--- config.mk ---
export PLATFORM = sky130hd
export DESIGN_NAME = wb_regfile
export DESIGN_NICKNAME = d
export VERILOG_FILES = /design/src/rtl/wb_regfile_pkg.sv /design/src/rtl/wb_regfile_array.sv /design/src/rtl/wb_regfile.sv
export SDC_FILE = /design/constraint.sdc
export NUM_CORES = 2
export LEC_CHECK = 0
export CELL_PAD_IN_SITES_DETAIL_PLACEMENT = 0
export CELL_PAD_IN_SITES_GLOBAL_PLACEMENT = 1
export CORE_MARGIN = 3
export CORE_UTILIZATION = 30
export DETAILED_ROUTE_END_ITERATION = 12
export DONT_BUFFER_PORTS = 1
export PLACE_DENSITY = 0.51
export SETUP_SLACK_MARGIN = 0.2
export SYNTH_ARGS = -nofsm -noshare
export SYNTH_HDL_FRONTEND = slang
export SYNTH_SLANG_ARGS = --single-unit
--- constraint.sdc ---
create_clock -name clk -period 71.6 [get_ports clk]
set_clock_uncertainty 0.15 [all_clocks]
set_input_delay 7.16 -clock clk [delete_from_list [all_inputs] [get_ports clk]]
set_output_delay 7.16 -clock clk [all_outputs]
set_load 0.1 [all_outputs]
--- src/rtl/wb_regfile_pkg.sv ---
// wb_regfile_pkg: MEM/WB bundle layout and register file sizing shared by producer and writeback stage.
package wb_regfile_pkg;
    localparam int DATA_W  = 32;
    localparam int NREG    = 32;
    localparam int ADDR_W  = 5;
    localparam int MEMWB_W = 69;
    localparam int MEM_MSB = 68;
    localparam int MEM_LSB = 37;
    localparam int ALU_MSB = 36;
    localparam int ALU_LSB = 5;
    localparam int RD_MSB  = 4;
    localparam int RD_LSB  = 0;

    function automatic logic [ADDR_W-1:0] memwb_rd(input logic [MEMWB_W-1:0] b);
        return b[RD_MSB:RD_LSB];
    endfunction
endpackage

--- src/rtl/wb_regfile_array.sv ---
// regfile_array: architectural register storage with async clear, one write port and two combinational read ports.
module regfile_array #(
    parameter int DATA_W = wb_regfile_pkg::DATA_W,
    parameter int NREG   = wb_regfile_pkg::NREG
) (
    input  logic                              clk,
    input  logic                              rst,
    input  logic                              we_i,
    input  logic [wb_regfile_pkg::ADDR_W-1:0] waddr_i,
    input  logic [DATA_W-1:0]                 wdata_i,
    input  logic [wb_regfile_pkg::ADDR_W-1:0] raddr_a_i,
    input  logic [wb_regfile_pkg::ADDR_W-1:0] raddr_b_i,
    output logic [DATA_W-1:0]                 rdata_a_o,
    output logic [DATA_W-1:0]                 rdata_b_o
);
    logic [DATA_W-1:0] regs_q [NREG];

    always_ff @(posedge clk or posedge rst) begin
        if (rst) begin
            for (int i = 0; i < NREG; i++) regs_q[i] <= '0;
        end else if (we_i && waddr_i != '0) begin
            regs_q[waddr_i] <= wdata_i;
        end
    end

    // Register 0 is hardwired to zero regardless of what the storage holds.
    assign rdata_a_o = (raddr_a_i == '0) ? '0 : regs_q[raddr_a_i];
    assign rdata_b_o = (raddr_b_i == '0) ? '0 : regs_q[raddr_b_i];
endmodule

--- src/rtl/wb_regfile.sv ---
// wb_regfile: writeback stage with register file, write-through bypass and retired-writeback counter.
module wb_regfile #(
    parameter int DATA_W = wb_regfile_pkg::DATA_W,
    parameter int NREG   = wb_regfile_pkg::NREG
) (
    input  logic                               clk,
    input  logic                               rst,
    input  logic                               Load,
    input  logic [wb_regfile_pkg::MEMWB_W-1:0] Din,
    input  logic                               RegWrite,
    input  logic                               MemtoReg,
    input  logic [wb_regfile_pkg::ADDR_W-1:0]  rs_addr,
    input  logic [wb_regfile_pkg::ADDR_W-1:0]  rt_addr,
    output logic [DATA_W-1:0]                  rs_data,
    output logic [DATA_W-1:0]                  rt_data,
    output logic [DATA_W-1:0]                  wb_data,
    output logic                               wb_we,
    output logic [31:0]                        retire_cnt
);
    import wb_regfile_pkg::*;

    logic [ADDR_W-1:0] rd;
    logic [DATA_W-1:0] arr_rs, arr_rt;
    logic [31:0]       retire_q, retire_d;

    assign rd      = memwb_rd(Din);
    assign wb_data = MemtoReg ? Din[MEM_MSB:MEM_LSB] : Din[ALU_MSB:ALU_LSB];
    assign wb_we   = Load & RegWrite & (rd != '0) & ~rst;

    regfile_array #(.DATA_W(DATA_W), .NREG(NREG)) u_array (
        .clk       (clk),
        .rst       (rst),
        .we_i      (wb_we),
        .waddr_i   (rd),
        .wdata_i   (wb_data),
        .raddr_a_i (rs_addr),
        .raddr_b_i (rt_addr),
        .rdata_a_o (arr_rs),
        .rdata_b_o (arr_rt)
    );

    // Bypass lets decode see the value being written on this very edge.
    assign rs_data = (wb_we && rs_addr == rd) ? wb_data : arr_rs;
    assign rt_data = (wb_we && rt_addr == rd) ? wb_data : arr_rt;

    // Retirements count any committed RegWrite, including discarded writes to register 0.
    assign retire_d   = retire_q + 32'(Load & RegWrite);
    assign retire_cnt = retire_q;

    always_ff @(posedge clk or posedge rst) begin
        if (rst) retire_q <= '0;
        else     retire_q <= retire_d;
    end
endmodule

# Word level (Yosys, flattened, before mapping)
# Index checks and enable logic that the tools add are counted.
# word_totals
reg_bits	1056
in_bits	84
output_inout_bits	129
word_cells	69
# classes
addsub	1
order_cmp	4
eq_ne	2
muxes	14
bitwise_logic	8
reduce_logical	7
# ops
cell	n
$bwmux 1024	1
$bmux 32 s5	2
$mux 32	10
$demux 32 s5	1
$add 32x1->32	1
$ge 6x6->1 const B	3
$not 5->6	3
$eq 5x5->1	2
$logic_not 5->1	2
$lt 6x1->1 const B	1
$reduce_bool 5->1	1
$and 1x1->1	4
$logic_and 1x1->1	4
$not 1->1	1

# Longest topological paths before layout
# logic_depth
ltp_word	6
depth_mapped	9
ltp_nobuf	8

# By module
# A second synthesis with hierarchy kept.
# unflattened
cells_unflattened	3941
hier_area_um2	57790.4
# modules_own_cells
mod	instances	cells_per_inst	area_each_um2	seq_area_each_um2
regfile_array	1	3692	54732.5	25624.6
wb_regfile	1	249	3057.9	800.8

# Worst setup path after synthesis
# OpenSTA, ideal clock, no wires.
# synth_path
path_kind	in2out
startpoint	in Din[0] (netlist name)
endpoint	out rt_data[31]
t_arrival_ns	12.053
t_required_ns	64.290
slack_ns	52.237
stages	6
path_buffers	2
cell_sequence	buf_2 nor2_1 a21oi_1 nand4_1 clkbuf_1 o21ai_0
# synth_via
elab_chain_cells	5
elab_cells_between_ends	6
cone_classes	eq/ne: 1; mux: 1; bitwise: 2; reduce/logical: 2
# synth_lines
element	line_no	source
start, declared	wb_regfile.sv:9	input logic [wb_regfile_pkg::MEMWB_W-1:0] Din,
$reduce_bool 5->1	wb_regfile.sv:28	assign wb_we = Load & RegWrite & (rd != '0) & ~rst;
$and 1x1->1 (2 in a row)	wb_regfile.sv:28	
net wb_we	wb_regfile.sv:17	output logic wb_we,
$logic_and 1x1->1	wb_regfile.sv:44	assign rt_data = (wb_we && rt_addr == rd) ? wb_data : arr_rt;
$mux 32	wb_regfile.sv:44	
end, declared	wb_regfile.sv:15	output logic [DATA_W-1:0] rt_data,
# The timed path passes the listed nets, and every way through them passes these cells.

# Worst setup path after layout
# layout_path
startpoint	in Din[4] (netlist name)
endpoint	out rs_data[12]
# layout_via
elab_chain_cells	5
elab_cells_between_ends	6
cone_classes	eq/ne: 1; mux: 1; bitwise: 2; reduce/logical: 2
# layout_lines
element	line_no	source
$reduce_bool 5->1	wb_regfile.sv:28	
$and 1x1->1 (2 in a row)	wb_regfile.sv:28	
$logic_and 1x1->1 *	wb_regfile.sv:43	assign rs_data = (wb_we && rs_addr == rd) ? wb_data : arr_rs;
$mux 32 *	wb_regfile.sv:43	
end, declared	wb_regfile.sv:14	output logic [DATA_W-1:0] rs_data,
# Mark *: on every way between the ends. The rest lies on a longest branch, timed or not.

==> flow_summary.toml <==
[worst_setup_path]
cpPeakStageDelay_ps = 790
end_kind = "output pin"
worstPathCellList = "nor3_1, a211oi_1, a21oi_4, buf_4, o211ai_1, o22ai_4"
path_max_fanout = 23
cp_slowest_cell = "nor3_1"
cp.arrival_ps = 10560
cp-start-kind = "primary input"
critical_path_class = "primary input to output pin"
crit_required_ps = 64290

[power]
p_leak_uw = 0.0262
p_per_area_nw_per_um2 = 26.9
worst_ir_drop_vdd_uv = 19.3

[grt]
grt.overflow.total = 0
first_global_vias = 39800
antenna_found_initial = 2
grtUsageTotal_pct = 22.0
grt_max_degree = 231
grt_first_pass_wirelength_um = 298000

[synthesis]
synth_xor_xnor_area_share_pct = 0.641
syn-num-nets = 5012
synth-seq-cells = 1056
synth_fa_ha_area_share_pct = 0.0687
yosysMostFrequentCell = "dfrtp_1"
async_flop_share_pct = 100
synth_commonest_cells = "dfrtp_1 (1,056), nand2_1 (635), o21ai_0 (572)"
synthSimpleGateAreaFrac_pct = 9.35
ys_warn_count = 0
postSynthAreaPerCell_um2 = 11.1
synth-compound-area-share_pct = 12.1
netlist_area_um2 = 54600
synthTopCellsByArea = "dfrtp_1 (48%), mux4_2 (21%), o21ai_0 (5.2%)"
synth_top_cell_by_area = "dfrtp_1"
synth_top_family_by_area = "multiplexers"
synth_top_area_share_pct = 48.4
yosysSeqAreaShare_pct = 48.4
synthMuxAreaShare_pct = 25.0
yosysUniqueCellTypes = 48
synth_edf_count = 0
netlist_instances = 4925
synth_flop_cell = "dfrtp_1"

[final_layout]
fillerInstances = 17900
drive_above_1_share_pct = 21.4
nets = 4738
area_growth_pct = 12.8

[die]
ios = 213
die_area_um2 = 187000
die_h_um = 433
die_width_um = 433
num_rows = 155
core_um2 = 180000
initial_utilization_pct = 30.4

[clock_network]
path_clk_slew_ps = 50
cts_setup_buffers = 0
cts_htree_levels = 4
tritoncts = "yes"
hold_buffers = 0
clock-sinks = 1056
cts_buffers = 136
post_cts_resized = 0
cts_root_buf = "clkbuf_16"
clk_path_buf_depth = 3
clk_latency_ps = 750

[detailed_routing]
vias_per_cell = 5.44
drt_first_pass_iters = 5
wl_per_cell_um = 28.9
num_vias = 38700
wl_um = 205000
remaining_drc_errors = 0
first_iter_violations = 2960
ant_nets = 0

[run]
cap_violations = 0

[sta]
setup_viol = 0
tns_ps = 0
report.final.slew_viol_count = 0
rsz0062_at_grt = "false"
max_freq_mhz = 56.0
finalCritPeriodShare_pct = 25.0
relSlewSlack_pct = 6.93
hold_viol = 0
setup_slack_ps = 53730
finalCriticalPeriod_ps = 17870
worst_slew_pin_slew_ps = 1400

[worst_hold_path]
hp-class = "flip-flop to flip-flop"

[placed_design]
gp_congestion = 0.748
numPortBuffers = 0
dp_slack_ps = 53790
dpl.hpwl_um = 110000

[run_status]
status = "completed"
-- through the flow --
stage / total power (µW) / std cells / area [µm²] / hold WS, ps / utilization [%]
after floorplan: 931 / 4925 / 54600 / 291 / -
after global placement: 980 / 6868 / 57200 / 227 / 31.8
after detailed placement: 985 / 6868 / 57200 / 234 / 31.8
after CTS: 1680 / 7104 / 61600 / 246 / 34.3
after global routing: 1730 / 7104 / 61600 / 258 / 34.3
final: 1660 / 7106 / 61600 / 242 / 34.3
-- worst max-delay path: cells and delay by family --
family          cells  cell delay, ps
compound gates      4            1960
simple gates        1             790
buf+inv             1             620
-- report_power, final --
part	internal [µW]	switching, µW	leakage (µW)	total [µW]
registers	660	60.5	0.0142	721
logic	112	140	0.00978	252
clock network	406	276	0.00217	683
total	1180	477	0.0262	1660
-- state kept, by name, summed over array words and instances, names as in the netlist --
name            cells
retire_cnt         32
u_array.regs_q   1024
-- routing by layer --
layer | GRT usage [%] | part of all wire [%] | vias up
met2 | 35.8 | 48 | 977
met1 | 30.0 | 44 | 20200
li1 | - | - | 17300
met5 | 0 | 0 | -
met3 | 3.46 | 4.8 | 267
met4 | 7.34 | 3.4 | 0
-- worst paths after layout --
kind	startpoint	endpoint	slack [ps]	cells after the start
setup reg to reg	retire_cnt[0]	retire_cnt[26]	68440	7
hold / removal	u_array.regs_q[1006]	u_array.regs_q[1006]	240	0
max in group asynchronous	rst	u_array.regs_q[747]	61840	4
min in group asynchronous	rst	retire_cnt[1]	6250	1
setup / recovery	Din[4]	rs_data[12]	53730	6
hold reg to reg	u_array.regs_q[1006]	u_array.regs_q[1006]	240	0
-- cell families (layout without fill, tap and decap cells) --
family          Yosys count  in the layout
fa+ha+maj                 3              3
buf+inv                 563            387
mux                     724            724
compound gates         1264           1264
simple gates           1275           1275
flops                  1056           1056
other cells               0              2
xor+xnor                 40             40
-- cell type report --
class	count	area, µm²	area share, %
tap	2355	2950	4.78
multi-input combinational	3306	26800	43.5
clock inverter	27	249	0.404
antenna	2	5.00	0.00812
timing repair buffer	112	891	1.45
inverter	39	156	0.254
sequential	1056	26400	42.9
clock buffer	209	4160	6.76
-- cell usage in the layout (no fill, tap or decap), types with 38 or more instances in the layout --
master and count:
dfrtp_1 1056, nand2_1 618, o21ai_0 543, a21oi_1 536
nor2_1 512, mux4_2 510, mux2i_1 143, clkbuf_16 141
buf_4 108, nand4_1 42, mux2_2 39, clkbuf_8 38
(Power assumes the default switching activity.)
